===== config.mk =====
export PLATFORM = sky130hd
export DESIGN_NAME = ps2_key_decoder
export DESIGN_NICKNAME = d
export VERILOG_FILES = /design/src/rtl/ps2_kbd_pkg.sv /design/src/rtl/ps2_code_lookup.sv /design/src/rtl/ps2_key_decoder.sv
export SDC_FILE = /design/constraint.sdc
export NUM_CORES = 1
export LEC_CHECK = 0
export ABC_AREA = 1
export CELL_PAD_IN_SITES_DETAIL_PLACEMENT = 0
export CELL_PAD_IN_SITES_GLOBAL_PLACEMENT = 1
export CORE_MARGIN = 4
export CORE_UTILIZATION = 38
export DETAILED_ROUTE_END_ITERATION = 10
export PLACE_DENSITY_LB_ADDON = 0.1
export SYNTH_ARGS = -nofsm -noshare
export SYNTH_HDL_FRONTEND = slang
export SYNTH_SLANG_ARGS = --single-unit

===== constraint.sdc =====
create_clock -name clk -period 3.5 [get_ports clk]
set_input_delay 0.525 -clock clk [delete_from_list [all_inputs] [get_ports clk]]
set_output_delay 0.525 -clock clk [all_outputs]
set_load 0.05 [all_outputs]

===== src/rtl/ps2_kbd_pkg.sv =====
// Shared constants for the PS/2 set-2 key decoder: prefix/error codes, the game's
// scan codes, key bit indices and FSM state encoding.
package ps2_kbd_pkg;

    localparam int unsigned NUM_KEYS = 12;

    localparam logic [7:0] SC_EXT    = 8'hE0;
    localparam logic [7:0] SC_BRK    = 8'hF0;
    localparam logic [7:0] SC_ERR_LO = 8'h00;
    localparam logic [7:0] SC_ERR_HI = 8'hFF;

    localparam logic [7:0] SC_W     = 8'h1D;
    localparam logic [7:0] SC_A     = 8'h1C;
    localparam logic [7:0] SC_S     = 8'h1B;
    localparam logic [7:0] SC_D     = 8'h23;
    localparam logic [7:0] SC_SPACE = 8'h29;
    localparam logic [7:0] SC_ENTER = 8'h5A;
    localparam logic [7:0] SC_ESC   = 8'h76;
    localparam logic [7:0] SC_P     = 8'h4D;
    // Only valid after an E0 prefix
    localparam logic [7:0] SC_UP    = 8'h75;
    localparam logic [7:0] SC_DOWN  = 8'h72;
    localparam logic [7:0] SC_LEFT  = 8'h6B;
    localparam logic [7:0] SC_RIGHT = 8'h74;

    localparam logic [3:0] KEY_W     = 4'd0;
    localparam logic [3:0] KEY_A     = 4'd1;
    localparam logic [3:0] KEY_S     = 4'd2;
    localparam logic [3:0] KEY_D     = 4'd3;
    localparam logic [3:0] KEY_UP    = 4'd4;
    localparam logic [3:0] KEY_DOWN  = 4'd5;
    localparam logic [3:0] KEY_LEFT  = 4'd6;
    localparam logic [3:0] KEY_RIGHT = 4'd7;
    localparam logic [3:0] KEY_SPACE = 4'd8;
    localparam logic [3:0] KEY_ENTER = 4'd9;
    localparam logic [3:0] KEY_ESC   = 4'd10;
    localparam logic [3:0] KEY_P     = 4'd11;

    localparam logic [1:0] ST_IDLE    = 2'd0;
    localparam logic [1:0] ST_EXT     = 2'd1;
    localparam logic [1:0] ST_BRK     = 2'd2;
    localparam logic [1:0] ST_EXT_BRK = 2'd3;

endpackage


===== src/rtl/ps2_code_lookup.sv =====
// Combinational map from (scan code, extended flag) to the game key index.
module ps2_code_lookup
    import ps2_kbd_pkg::*;
(
    input  logic [7:0] code_i,
    input  logic       ext_i,
    output logic       hit_o,
    output logic [3:0] idx_o
);

    always_comb begin
        hit_o = 1'b1;
        idx_o = KEY_W;
        if (ext_i) begin
            case (code_i)
                SC_UP:    idx_o = KEY_UP;
                SC_DOWN:  idx_o = KEY_DOWN;
                SC_LEFT:  idx_o = KEY_LEFT;
                SC_RIGHT: idx_o = KEY_RIGHT;
                default:  hit_o = 1'b0;
            endcase
        end else begin
            case (code_i)
                SC_W:     idx_o = KEY_W;
                SC_A:     idx_o = KEY_A;
                SC_S:     idx_o = KEY_S;
                SC_D:     idx_o = KEY_D;
                SC_SPACE: idx_o = KEY_SPACE;
                SC_ENTER: idx_o = KEY_ENTER;
                SC_ESC:   idx_o = KEY_ESC;
                SC_P:     idx_o = KEY_P;
                default:  hit_o = 1'b0;
            endcase
        end
    end

endmodule


===== src/rtl/ps2_key_decoder.sv =====
// PS/2 set-2 byte parser: tracks held state of the game keys and emits a press/release
// event only when a held flag actually changes.
module ps2_key_decoder
    import ps2_kbd_pkg::*;
#(
    parameter int unsigned TIMEOUT_CYCLES = 2_500_000
) (
    input  logic                clk,
    input  logic                clr_n,
    input  logic [7:0]          scan_code,
    input  logic                scan_valid,
    input  logic                flush,
    output logic [NUM_KEYS-1:0] key_state,
    output logic                key_evt,
    output logic [3:0]          evt_idx,
    output logic                evt_make,
    output logic                kbd_err
);

    localparam int unsigned CntW = $clog2(TIMEOUT_CYCLES + 1);

    logic [1:0]          state_q, state_d;
    logic [CntW-1:0]     cnt_q, cnt_d;
    logic [NUM_KEYS-1:0] key_q, key_d;
    logic                evt_q, evt_d;
    logic [3:0]          idx_q, idx_d;
    logic                make_q, make_d;
    logic                err_q, err_d;

    logic       is_ext, is_brk;
    logic       lk_hit;
    logic [3:0] lk_idx;

    assign is_ext = (state_q == ST_EXT) || (state_q == ST_EXT_BRK);
    assign is_brk = (state_q == ST_BRK) || (state_q == ST_EXT_BRK);

    ps2_code_lookup u_lookup (
        .code_i (scan_code),
        .ext_i  (is_ext),
        .hit_o  (lk_hit),
        .idx_o  (lk_idx)
    );

    always_comb begin
        state_d = state_q;
        cnt_d   = cnt_q;
        key_d   = key_q;
        evt_d   = 1'b0;
        idx_d   = idx_q;
        make_d  = make_q;
        err_d   = 1'b0;

        if (flush) begin
            key_d   = '0;
            state_d = ST_IDLE;
            cnt_d   = '0;
        end else if (scan_valid) begin
            cnt_d = '0;
            if (scan_code == SC_ERR_LO || scan_code == SC_ERR_HI) begin
                key_d   = '0;
                err_d   = 1'b1;
                state_d = ST_IDLE;
            end else if (scan_code == SC_EXT) begin
                if (state_q == ST_IDLE) state_d = ST_EXT;
                else if (state_q == ST_BRK) state_d = ST_EXT_BRK;
            end else if (scan_code == SC_BRK) begin
                if (state_q == ST_IDLE) state_d = ST_BRK;
                else if (state_q == ST_EXT) state_d = ST_EXT_BRK;
            end else begin
                state_d = ST_IDLE;
                // Typematic repeats and stray breaks leave the flag as-is and stay silent
                if (lk_hit && !is_brk && !key_q[lk_idx]) begin
                    key_d[lk_idx] = 1'b1;
                    evt_d         = 1'b1;
                    idx_d         = lk_idx;
                    make_d        = 1'b1;
                end else if (lk_hit && is_brk && key_q[lk_idx]) begin
                    key_d[lk_idx] = 1'b0;
                    evt_d         = 1'b1;
                    idx_d         = lk_idx;
                    make_d        = 1'b0;
                end
            end
        end else if (state_q != ST_IDLE) begin
            if (cnt_q == CntW'(TIMEOUT_CYCLES)) begin
                state_d = ST_IDLE;
                cnt_d   = '0;
                err_d   = 1'b1;
            end else begin
                cnt_d = cnt_q + CntW'(1);
            end
        end else begin
            cnt_d = '0;
        end
    end

    always_ff @(posedge clk or negedge clr_n) begin
        if (!clr_n) begin
            state_q <= ST_IDLE;
            cnt_q   <= '0;
            key_q   <= '0;
            evt_q   <= 1'b0;
            idx_q   <= '0;
            make_q  <= 1'b0;
            err_q   <= 1'b0;
        end else begin
            state_q <= state_d;
            cnt_q   <= cnt_d;
            key_q   <= key_d;
            evt_q   <= evt_d;
            idx_q   <= idx_d;
            make_q  <= make_d;
            err_q   <= err_d;
        end
    end

    assign key_state = key_q;
    assign key_evt   = evt_q;
    assign evt_idx   = idx_q;
    assign evt_make  = make_q;
    assign kbd_err   = err_q;

endmodule


==> reports/qor.yml <==
outcome: "completed"
drt_pass1_iterations: 5
ant_nets: 0
syn_to_final_growth_pct: 16.8
total_power_mw: 0.921
hold_ws_ps: 384
cts_sinks: 43
start_util: 0.394
period_needed_ps: 3000
wl_um: 7360
hp-class: "in2async"
num_rows: 31
drt_iter0_markers: 157
postSynthAreaPerCell_sq_um: 6.74
final_core_utilization: 0.460
critPathLaunchType: "input pin"
synth_edf_count: 0
routedWlPerCell_um: 13.1
cts_root_buffer: "clkbuf_8"
p_per_area_nw_per_um2: 275
yosysSeqAreaShare: 0.375
endpoint_kind: "flip-flop"
reg2reg_from: "cnt_q[0]$_DFF_PN0_"
arrival_ps: 3190
clock_path_buffers: 2
synthArstFlopShare: 1.00
fillers: 819
synth_nets: 440
vias: 2802
io_pins: 31
nNetsFinal: 474
syn_area_sq_um: 2870
grt_usage: 0.176
critPathKind: "in2reg"
cap_violations: 0
cts_hold_buf: 0
place.detailed.hpwl_um: 5620
finalSetupViolCount: 0
setup_tns_ps: 0
grt_first_pass_wirelength_um: 12600
r2r_cells: 12
overflow: 0
antenna_found_initial: 0
r2r_end: "cnt_q[20]$_DFF_PN0_"
power.leakage_nw: 1.57
yosysWarnings: 0
rrSetupSlack_ps: 920
critPathRequiredTime_ps: 3690
finalNonFillerCells: 560
cts_tree: "yes"
drcViolationCount: 0
cts_buffers: 5
antenna_cells: 0
insertion_delay_ps: 300
viasPerCell: 5.00
worst-path-max-fanout: 15
cts-resized-gates: 0
fmax_mhz: 333
synthesis.instances: 426
placed_cells: 552
maxSlewHeadroom: 0.343
fin_crit_sh: 0.858
yosys_most_used_dff: "dfrtp_1"
worst_pin_slew_ps: 986
crit_start: "scan_code[4]"
crit_path_end: "key_state[1]$_DFFE_PN0P_"
slew_violations: 0
die_area_sq_um: 9010
cts_max_level: 2
finalHoldViolCount: 0
core_sq_um: 7290
skew_ps: 10.3
synth_seq_cells: 43
drive_above_1_share: 0.0716
rsz0062_at_grt: "no"
cts_setup_buffers: 0
portBuffers: 30
ir_drop_v: 0.000167
die_x_um: 94.9
grt_pass1_vias: 2728
ys_types: 30
grt_max_degree: 44
clk_pin_slew_ps: 90
dieHeight_um: 94.9
gp_congestion: 0.869
[flip-flops by register name (all words and copies together) (netlist names)]
register   flops
cnt_q         22
key_state     12
evt_idx        4
state_q        2
evt_make       1
kbd_err        1
key_evt        1
[layout by cell type, fill, tap and decap left out, types with 2 or more instances in the layout]
| master | instances |
|---|---|
| nand2_1 | 111 |
| inv_1 | 62 |
| nor2_1 | 43 |
| dfrtp_1 | 43 |
| nand3_1 | 32 |
| a21oi_1 | 30 |
| clkdlybuf4s50_1 | 29 |
| o21ai_0 | 25 |
| nor3_1 | 16 |
| nand4_1 | 12 |
| nor4_1 | 9 |
| nand2_2 | 7 |
| clkbuf_8 | 5 |
| nor2_2 | 4 |
| nand3b_1 | 4 |
| buf_4 | 4 |
| o21a_1 | 3 |
| nor3b_1 | 2 |
| inv_2 | 2 |
| nand2_4 | 2 |
| nand3_2 | 2 |
| ha_1 | 2 |
[final cells by class]
class,instances,area [sq um],area share
multi-input cells,312,1500,0.448
flip-flops and latches,43,1080,0.321
repair buffers,34,325,0.0970
inverters,64,240,0.0716
well taps,99,124,0.0369
clock buffers,6,72.6,0.0216
clock inverters,2,12.5,0.00373
[kinds of logic after synthesis]
logic type / Yosys count / synth area share
fa+ha+maj: 2 / 0.00871
simple gates: 248 / 0.399
buf+inv: 71 / 0.102
xor+xnor: 2 / 0.00610
compound gates: 60 / 0.109
flops: 43 / 0.375
[cell usage after synthesis (2+ instances only)]
library cell | number | share of area
nor3b_1 | 2 | 0.0052
nor3_1 | 16 | 0.028
nor2_1 | 43 | 0.056
o21a_1 | 3 | 0.0078
inv_2 | 2 | 0.0026
nand3_2 | 2 | 0.0070
nand2_2 | 7 | 0.015
nor2_2 | 4 | 0.0087
nor4_1 | 9 | 0.020
nand3b_1 | 4 | 0.010
clkbuf_1 | 3 | 0.0039
nand4_1 | 12 | 0.026
o21ai_0 | 25 | 0.044
ha_1 | 2 | 0.0087
nand2_1 | 111 | 0.15
inv_1 | 62 | 0.081
dfrtp_1 | 43 | 0.37
a21oi_1 | 30 | 0.052
nand2_4 | 2 | 0.0078
nand3_1 | 32 | 0.056
buf_6 | 3 | 0.012
[routing by layer]
| layer | up-vias | track usage | wire length (um) |
|---|---|---|---|
| met2 | 59 | 0.302 | 3520 |
| met3 | 14 | 0.0295 | 348 |
| met5 | - | 0 | 0 |
| li1 | 1449 | - | - |
| met4 | 0 | 0.0649 | 155 |
| met1 | 1280 | 0.220 | 3340 |
[metrics by stage]
| step | setup slack (ps) | area [sq um] |
|---|---|---|
| final | 498 | 3350 |
| after detailed placement | 175 | 3270 |
| after global placement | 235 | 3270 |
| after global routing | 123 | 3350 |
| after CTS | 485 | 3350 |
| after floorplan | 1260 | 2870 |
[worst max-delay path, stage by stage]
cell and delay (ps):
clkdlybuf4s50_1 600, inv_2 80, nor2_2 150, nand2_1 90, nor2_1 140, nor2_1 70, nand2_2 80, nand2_4 70
nand2_2 180, nand2_1 90, nand2_1 70, nand2_1 40, nand2_1 60, nand2_1 80, nand3_2 100, nand2_4 120
nand3_2 260, nand2_2 220, nand2_1 100, nand2_1 60
[report_power, final]
group          leakage, nW  switching [mW]  internal, mW
Clock               0.0412           0.184         0.140
Sequential           0.600         0.00256         0.499
Combinational        0.932          0.0659        0.0300
Total                 1.57           0.252         0.669
[worst min-delay path by stage]
stage                           startpoint                   endpoint  slack (ps)
floorplan                            clr_n         cnt_q[0]$_DFF_PN0_         230
global placement    evt_idx[0]$_DFFE_PN0P_     evt_idx[0]$_DFFE_PN0P_         480
detailed placement  evt_idx[0]$_DFFE_PN0P_     evt_idx[0]$_DFFE_PN0P_         470
CTS                                  clr_n  key_state[10]$_DFFE_PN0P_         430
global route                         clr_n     state_q[1]$_DFFE_PN0P_         470
finish                               clr_n         cnt_q[3]$_DFF_PN0_         380
Note: power is estimated with default switching activity, not from simulation.
